## config.mk

```make
export PLATFORM = sky130hd
export DESIGN_NAME = master_control_flat
export DESIGN_NICKNAME = d
export VERILOG_FILES = /design/src/rtl/master_control_if.sv /design/src/rtl/master_control.sv /design/src/flat_wrapper.sv
export SDC_FILE = /design/constraint.sdc
export NUM_CORES = 1
export LEC_CHECK = 0
export BUFFER_PORTS_ARGS = -buffer_cell sky130_fd_sc_hd__clkbuf_2
export CORE_MARGIN = 2
export CORE_UTILIZATION = 59
export DETAILED_ROUTE_END_ITERATION = 8
export PLACE_DENSITY = 0.78
export REMOVE_ABC_BUFFERS = 1
export SLEW_MARGIN = 30
export SYNTH_ARGS = -nofsm -noshare
export SYNTH_HDL_FRONTEND = slang
export SYNTH_SLANG_ARGS = --single-unit
export TNS_END_PERCENT = 30
```

## constraint.sdc

```tcl
create_clock -name clk -period 2.3 [get_ports clk]
set_input_delay 0.46 -clock clk [delete_from_list [all_inputs] [get_ports clk]]
set_output_delay 0.46 -clock clk [all_outputs]
set_load 0.01 [all_outputs]
```

## src/rtl/master_control_if.sv

```systemverilog
// master_control_if: user request, data and slave handshake bundle for master_control
interface master_control_if;
  logic send;
  logic [2:0] data_in;
  logic ack;
  logic request;
  logic [2:0] data_out;
  logic valid;
  logic notice;
  logic error;
  modport master(input send, data_in, ack, output request, data_out, valid, notice, error);
  modport slave(output send, data_in, ack, input request, data_out, valid, notice, error);
endinterface

```

## src/rtl/master_control.sv

```systemverilog
// master_control: four-phase request/ack master with timeouts, notice LED and sticky error
module master_control #(
  parameter int TIMEOUT_CYCLES = 100_000_000,
  parameter int NOTICE_CYCLES = 100_000_000
) (
  input logic clk,
  input logic rst,
  master_control_if.master bus
);
  typedef enum logic [1:0] {IDLE, WAIT_ACK, SEND_DATA, DONE} state_t;
  localparam logic [26:0] to_last = 27'(TIMEOUT_CYCLES - 1);
  localparam logic [26:0] nt_last = 27'(NOTICE_CYCLES - 1);
  state_t state, state_n;
  logic [26:0] cnt;
  logic ack_m, ack_s, timed_out;
  logic request_n, valid_n, notice_n, error_n;
  logic [2:0] data_n;
  // two-flop synchronizer for the slave's asynchronous ack
  always_ff @(posedge clk) begin
    ack_m <= rst ? 1'b0 : bus.ack;
    ack_s <= rst ? 1'b0 : ack_m;
  end
  // state, saturating dwell counter (cleared on every state entry) and output registers
  always_ff @(posedge clk) begin
    if (rst) begin
      state <= IDLE;
      cnt <= '0;
      bus.request <= 1'b0;
      bus.valid <= 1'b0;
      bus.notice <= 1'b0;
      bus.error <= 1'b0;
      bus.data_out <= '0;
    end else begin
      state <= state_n;
      cnt <= state_n != state ? '0 : &cnt ? cnt : cnt + 27'd1;
      bus.request <= request_n;
      bus.valid <= valid_n;
      bus.notice <= notice_n;
      bus.error <= error_n;
      bus.data_out <= data_n;
    end
  end
  // next state: ack-driven moves take priority over timeouts
  always_comb begin
    state_n = state;
    timed_out = 1'b0;
    case (state)
      IDLE: state_n = bus.send ? WAIT_ACK : IDLE;
      WAIT_ACK: begin
        timed_out = !ack_s && cnt == to_last;
        state_n = ack_s ? SEND_DATA : timed_out ? IDLE : WAIT_ACK;
      end
      SEND_DATA: begin
        timed_out = ack_s && cnt == to_last;
        state_n = !ack_s ? DONE : timed_out ? IDLE : SEND_DATA;
      end
      DONE: state_n = cnt == nt_last ? IDLE : DONE;
    endcase
  end
  // next register values for outputs, derived from the state being entered
  always_comb begin
    request_n = state_n == WAIT_ACK;
    valid_n = state_n == SEND_DATA;
    notice_n = state_n != IDLE;
    error_n = timed_out | (bus.error & !(state == IDLE && bus.send));
    data_n = state == IDLE && bus.send ? bus.data_in : bus.data_out;
  end
endmodule

```

## src/flat_wrapper.sv

```systemverilog
// flat-port wrapper written by rule: the top's interface ports become plain ports
module master_control_flat 
#(
  parameter int TIMEOUT_CYCLES = 100_000_000,
  parameter int NOTICE_CYCLES = 100_000_000
)
  (clk, rst, bus_send, bus_data_in, bus_ack, bus_request, bus_data_out, bus_valid, bus_notice, bus_error);
  master_control_if bus_i ();
  input logic clk;
  input logic rst;
  input wire logic [$bits(bus_i.send)-1:0] bus_send;
  input wire logic [$bits(bus_i.data_in)-1:0] bus_data_in;
  input wire logic [$bits(bus_i.ack)-1:0] bus_ack;
  output wire logic [$bits(bus_i.request)-1:0] bus_request;
  output wire logic [$bits(bus_i.data_out)-1:0] bus_data_out;
  output wire logic [$bits(bus_i.valid)-1:0] bus_valid;
  output wire logic [$bits(bus_i.notice)-1:0] bus_notice;
  output wire logic [$bits(bus_i.error)-1:0] bus_error;
  assign bus_i.send = bus_send;
  assign bus_i.data_in = bus_data_in;
  assign bus_i.ack = bus_ack;
  assign bus_request = bus_i.request;
  assign bus_data_out = bus_i.data_out;
  assign bus_valid = bus_i.valid;
  assign bus_notice = bus_i.notice;
  assign bus_error = bus_i.error;
  master_control #(.TIMEOUT_CYCLES(TIMEOUT_CYCLES), .NOTICE_CYCLES(NOTICE_CYCLES)) u_core (.clk(clk), .rst(rst), .bus(bus_i));
endmodule
```

Word level (Yosys, flattened, before mapping). Cells that the tools add are included.

Bits in registers: 38. Latch bits: 0. RAM bits: 0. ROM bits: 0. Input bits: 7. Logic and storage cells: 36. Memories: 0.

Add/sub/neg operators: 1. $mul: 0. Divide/modulo/power cells: 0. $lt $le $gt $ge: 0. Equality and inequality tests: 7. Shift-type cells: 0. Mux-type cells: 8. Bitwise logic cells: 2. Reduce and logical (&&, ||, !) cells: 9.

Operator list (number): 27-bit by 1-bit adder with 27-bit output (second input constant) (1); 27-bit == test (second input constant) (1); 27-bit AND reduction (1); 2-bit 2-to-1 mux (4); 2-bit one-hot mux with 4 select lines (1); 2-bit == test (second input constant) (3); 2-bit by 1-bit == test with 1-bit output (second input constant) (2); 1-bit logical AND (3); 1-bit zero test (2); 2-bit zero test (1); 1-bit 2-to-1 mux (2); 2-bit inequality test (1); 1-bit one-hot mux with 2 select lines (1); 2-bit nonzero test (1); 2-bit OR reduction (1); 1-bit AND (1); 1-bit OR (1).

Longest topological paths before layout. Gate-level depths: netlist of the first run.

Depth in word-level cells: 7. Gate-level depth with buffers: 9. Mapped depth without buffers: 8.

Least setup slack after synthesis of the first run. No wires, ideal clock.

Path kind: register to register. From: register u_core.cnt[0]. To: register u_core.cnt[26]. Setup time: 116 ps. Data arrival time: 1768 ps. Required time: 2184 ps. Slack: 417 ps. Stages on the path, launching flop included: 9. Clock period less this slack: 1883 ps. Path through: dfxtp_1 -> ha_1 -> nand4_2 -> nor4_4 -> and2_4 -> o31ai_2 -> o22ai_4 -> buf_8 -> nor2_2.

Longest elaborated chain between the ends: 7. Elaborated cells on any way between the ends: 13.

RTL lines: start, declared (RTL line master_control.sv:14) `logic [26:0] cnt;`; start signal, assigned (RTL line master_control.sv:35) `cnt <= state_n != state ? '0 : &cnt ? cnt : cnt + 27'd1;`; 27-bit == test (RTL line master_control.sv:50, master_control.sv:54, master_control.sv:57); 1-bit logical AND (on tied branches) (RTL line master_control.sv:50, master_control.sv:54); 1-bit 2-to-1 mux / 2-bit 2-to-1 mux (equally long branches) (RTL line master_control.sv:51, master_control.sv:55); 2-bit 2-to-1 mux (on tied branches) (RTL line master_control.sv:51, master_control.sv:55); 2-bit one-hot mux with 4 select lines (RTL line master_control.sv:47) `case (state)`; 2-bit inequality test (RTL line master_control.sv:35); 2-bit OR reduction (no source line).

Parallel ways exist; a longest one is shown, timed or not. A chain may end at the register's enable or synchronous reset.

Worst setup path in the final report of the first run.
From: register u_core.cnt[0]. To: register u_core.cnt[3].

Same word-level chain as after synthesis.

==> results.toml, run 1 <==
[outcome]
status = "finished clean"

[grt]
grt_max_degree = 28
grt_overflow = 0
grt_antenna_before_repair = 0
grt_pass1_vias = 1410
grt_usage = 0.2141
grt_pass1_wl_mm = 6.092

[routing]
dr.pass1.iters = 4
antenna_left = 0
dr.first_iter.drc_count = 45
vias = 1545
via_per_inst = 5.459
wl_per_cell_um = 12.68
drc = 0
routed_wl_mm = 3.589

[logic_synthesis]
synth_edf_count = 0
syn_inst = 219
synth_compound_area_frac = 0.09641
synthFlopType = "dfxtp_1"
synth_top_family_by_area = "simple AND/OR/NAND/NOR gates"
synth_commonest_cells = "dfxtp_1 (38), nor2_1 (34), xnor2_1 (16)"
ys_seq_area_frac = 0.3831
synth_fa_ha_area_frac = 0.03781
synth_top_area_frac = 0.3831
synth-xor-area-share = 0.09263
synth_top_cell_by_area = "dfxtp_1"
ys_types = 49
yosysWarnings = 0
syn_area_sq_mm = 0.001986
synth_most_common_cell = "dfxtp_1"
ys_ff_latch = 38
synth_mux_area_frac = 0.02583
ys_async_sr_fraction = 0
synthTopCellsByArea = "dfxtp_1 (38%), xnor2_1 (7.1%), nor2_1 (6.4%), ha_1 (3.8%), nor2_2 (3.2%)"
synth_simple_gate_area_frac = 0.3302
syn_area_per_cell_sq_um = 9.067

[worst_setup_path]
worst_setup_path_start_kind = "flop"
cp-startpoint = "u_core.cnt[0]"
crit_required_ns = 2.58
worstSetupPathType = "reg2reg"
cp_data_arrival_time_ns = 2.34
critical_path_buf_inv_count = 1
crit_family = "simple AND/OR/NAND/NOR gates"
cp-end-kind = "flop"
cp_cell_sequence = "ha_1 -> nand4_2 -> nor4_4 -> nand3_1 -> a21oi_2 -> o22ai_4 -> buf_12 -> nor2_1"
r2r_start = "u_core.cnt[0]"
critPathMaxStageDelay_ns = 0.41
crit_slowest_cell = "dfxtp_1"
cp_max_fo = 27

[floorplan]
core_area_sq_mm = 0.003284
initial_utilization = 0.6046
fp-row-count = 21
boundaryPins = 14
die_h_um = 62.02
die_area_sq_mm = 0.003846
die_w_um = 62.02

[cts]
clock_path_buffers = 2
cts-buffers-inserted = 5
cts_hold_buf = 0
cts_setup_buffers = 0
clk_pin_slew_ns = 0.11
cts_sinks = 38
insertion_delay_ns = 0.35
ctsResizeCount = 0
htreeDepth = 2
cts_tree = "built"
root_buffer = "clkbuf_4"

[timing]
max_freq_mhz = 486.9
hold_violations = 0
drv_slew = 0
fin_skew_ns = 0.01151
setup_viol = 0
worst_pin_slew_ns = 0.4739
fin_hold_ws_ns = 0.3324
fin_crit_sh = 0.8930
min_period_ns = 2.054
slew_headroom = 0.6826
fin_setup_tns_ns = 0
rsz0062_at_grt = "false"

[cells_and_area]
n_antenna_cell = 0
fillers = 265
final_core_util = 0.6693
nets = 249
syn2layout_area_growth_pct = 10.71
drive_gt1_frac = 0.1983

[place]
port-buffer-count = 13
dpl.hpwl_mm = 2.697
place_congestion = 0.8290

[pwr]
p_leak_nw = 0.7876
finalPower_mw = 1.343
ir_worst_vdd_v = 0.0003733
power_density_mw_per_mm2 = 610.7

[worst_hold_path]
hp-class = "in2reg"
worstHoldStart = "bus_data_in[0]"

[run]
max-cap-violations = 0
[final cells by class]
type	instances	area [sq um]	share of cell area
multi-input combinational	170	1157	0.5265
sequential	38	760.7	0.3460
timing repair buffer	14	85.08	0.03870
clock inverter	2	60.06	0.02732
tap	46	57.56	0.02618
clock buffer	6	51.30	0.02334
inverter	7	26.28	0.01195
[layout by cell type, fill, tap and decap left out, types with 3 or more instances in the layout]
master	synthesis	final
a21o_1	3	3
a21oi_1	6	6
and2_1	4	4
and3_1	5	5
and4_1	3	3
clkbuf_2	0	13
clkbuf_4	0	5
dfxtp_1	38	38
ha_1	6	6
inv_1	7	7
mux2i_1	4	4
nand2_1	13	13
nand2b_1	3	3
nand3_1	9	9
nand4_1	7	7
nor2_1	34	34
nor2_2	10	10
nor2b_1	3	3
nor3_1	8	8
xnor2_1	16	16
xor2_1	5	5
[path summary, 6_finish.rpt]
kind,end,slack (ns),cells past startpoint
setup / recovery,u_core.cnt[3],0.25,8
hold / removal,u_core.bus.data_out[0],0.33,3
setup reg to reg,u_core.cnt[3],0.25,8
hold reg to reg,u_core.ack_s,0.45,1
[metrics by stage]
| stage | setup slack (ns) | cells | cell area, sq um |
|---|---|---|---|
| 6_report | 0.2460 | 283 | 2198 |
| 3_3_place_gp | 0.3151 | 275 | 2087 |
| 4_1_cts | 0.2176 | 283 | 2198 |
| 3_5_place_dp | 0.2416 | 275 | 2087 |
| 5_1_grt | 0.07595 | 283 | 2198 |
| 2_1_floorplan | 0.2456 | 215 | 1944 |
[worst register-to-register path, delay by kind of cell, from the launching register on]
kind,cells,cell delay (ns)
and+or+nand+nor,4,0.84
buffers and inverters,1,0.18
AOI/OAI and AO/OA,2,0.32
DFF,1,0.41
adders and majority gates,1,0.25
[flip-flops by register name, summed over array words and instances (netlist names)]
name,count
u_core.cnt,27
u_core.bus.request,1
u_core.state,2
u_core.bus.data_out,3
u_core.ack_m,1
u_core.ack_s,1
u_core.bus.notice,1
u_core.bus.error,1
u_core.bus.valid,1
[cells by family after synthesis]
kind of cell | Yosys count
buf+inv | 11
fa+ha+maj | 6
simple gates | 115
mux | 5
flops | 38
compound gates | 23
xor+xnor | 21
[where the power goes]
part | total [mW] | leakage (nW) | switching [mW] | internal [mW]
registers | 0.679 | 0.308 | 0.00955 | 0.670
logic | 0.0793 | 0.421 | 0.0468 | 0.0326
clock network | 0.584 | 0.0585 | 0.216 | 0.368
total | 1.34 | 0.788 | 0.272 | 1.07
[routing by layer]
| metal | GRT usage | part of all wire | vias up |
|---|---|---|---|
| li1 | - | - | 801 |
| met1 | 0.2690 | 0.47 | 711 |
| met2 | 0.3557 | 0.48 | 26 |
| met3 | 0.04555 | 0.027 | 7 |
| met4 | 0.08815 | 0.017 | 0 |
| met5 | 0 | 0 | - |
(Power assumes the default switching activity.)
==> run 2, diff against run 1 <==
CORE_MARGIN = 4   (was 2)
PLACE_DENSITY = 0.88   (was 0.78)
==> results.toml, run 2 (same netlist as run 1, synthesis figures left out) <==
[timing]
worst_pin_slew_ns = 0.5039
max_freq_mhz = 470.7
fin_skew_ns = 0.01343
setup_viol = 0
hold_violations = 0
slew_headroom = 0.6626
fin_crit_sh = 0.9237
drv_slew = 0
min_period_ns = 2.125
rsz0062_at_grt = "false"

[cts]
root_buffer = "clkbuf_4"
cts_hold_buf = 0
clock_path_buffers = 2
cts_sinks = 38
clk_pin_slew_ns = 0.12
cts-buffers-inserted = 5
insertion_delay_ns = 0.36
htreeDepth = 2
cts_tree = "built"

[worst_setup_path]
cp_data_arrival_time_ns = 2.42
cp_max_fo = 7
cp-startpoint = "u_core.cnt[1]"
r2r_start = "u_core.cnt[1]"
worstSetupPathType = "reg2reg"
cp-end-kind = "flop"
worst_setup_path_start_kind = "flop"
r2r-end = "u_core.cnt[20]"
crit_end = "u_core.cnt[20]"
r2r_slack_ns = 0.18
reg2reg_depth = 8
crit_required_ns = 2.60

[cells_and_area]
mostFrequentLayoutCell = "dfxtp_1"
largest_register_ffs = 27
nets = 257
largest-register = "u_core.cnt"
final_cell_mix = "dfxtp_1 (38), nor2_1 (34), xnor2_1 (16), nand2_1 (13), clkbuf_2 (13)"
reg.largest.list = "u_core.cnt (27), u_core.bus.data_out (3), u_core.state (2)"
instances_no_fill = 289
n_antenna_cell = 0
syn2layout_area_growth_pct = 13.61
design_area_sq_mm = 0.002256
drive_gt1_frac = 0.2286
final_core_util = 0.7212

[routing]
dr.pass1.iters = 4
antenna_left = 0
drc = 0
wl_per_cell_um = 15.07
dr.first_iter.drc_count = 88
routed_wl_mm = 4.356
via_per_inst = 5.727
vias = 1655

[floorplan]
die_h_um = 66.02
initial_utilization = 0.6348
boundaryPins = 14
die_w_um = 66.02
fp-row-count = 20
core_area_sq_mm = 0.003128
die_area_sq_mm = 0.004358

[pwr]
power_frac_comb = 0.071
p_sw_frac = 0.2234
p_int_mw = 1.048
clock_power_share = 0.427
power_density_mw_per_mm2 = 598.0
p_switching_mw = 0.3014
ir_worst_vdd_v = 0.0004658
p_seq_frac = 0.502
p_leak_nw = 0.8199
finalPower_mw = 1.349

[place]
port-buffer-count = 13
dpl.hpwl_mm = 2.865
place_congestion = 0.9242
post_dp_cell_area_sq_mm = 0.002110
dp.cells = 278

[outcome]
status = "finished clean"

[worst_hold_path]
worstHoldStart = "bus_data_in[0]"
hp-class = "in2reg"

[run]
max-cap-violations = 0

[grt]
grt_antenna_before_repair = 0
grt_pass1_vias = 1636
grt_usage = 0.2295
grt_overflow = 0
grt_max_degree = 15
grt_pass1_wl_mm = 7.576
-- run 2: per-stage QoR --
step                worst slack (ns)  setup TNS, ns  hold WS (ns)
finish                        0.1754              0        0.3160
global route                 0.03289              0        0.3206
CTS                           0.1493              0        0.3107
detailed placement          -0.03372        -0.1818        0.4479
global placement             0.06454              0        0.4241
floorplan                     0.2456              0        0.4138
-- run 2: power groups by stage --
stage	clock network (mW)	logic (mW)	registers, mW
finish	0.576	0.0959	0.677
global route	0.611	0.106	0.679
CTS	0.577	0.0901	0.677
detailed placement	0	0.0833	0.692
global placement	0	0.0802	0.691
floorplan	0	0.0459	0.696
-- run 2: how the worst min path moves through the flow --
stage                             end  slack [ns]  cells after the start
3_5_place_dp   u_core.bus.data_out[0]        0.45                      2
6_report       u_core.bus.data_out[0]        0.32                      3
5_1_grt        u_core.bus.data_out[0]        0.32                      3
4_1_cts                  u_core.ack_m        0.31                      2
2_1_floorplan            u_core.ack_s        0.41                      1
3_3_place_gp             u_core.ack_s        0.42                      1
-- run 2: worst max-delay path, cell delays in order (launching register included) --
cell and delay [ns]:
dfxtp_1 0.42, ha_1 0.21, nand4_2 0.17, nor4_4 0.31, nand3_1 0.18, a21oi_2 0.34, o22ai_4 0.12, buf_4 0.20
nor2_2 0.10
-- run 2: timing repair --
item,4_1_cts,5_1_grt
gates resized for setup,2,1
pin swaps,0,1
setup endpoints to repair,25,14
gates cloned,1,0
buffers inserted,0,2
-- run 2: layer usage --
metal,track usage,up-vias,share of wire,wire length (um)
met5,0,-,0,0
met4,0.1244,0,0.030,132
met3,0.05102,14,0.043,186
met2,0.3742,38,0.48,2111
met1,0.2792,788,0.44,1925
li1,-,815,-,-
-- run 2: cell type report --
class	count	area [sq um]
Clock buffer	5	37.54
Clock inverter	3	68.82
Fill cell	229	872.1
Inverter	7	26.28
Multi-Input combinational cell	171	1182
Sequential cell	38	760.7
Tap cell	44	55.05
Timing Repair Buffer	21	125.1
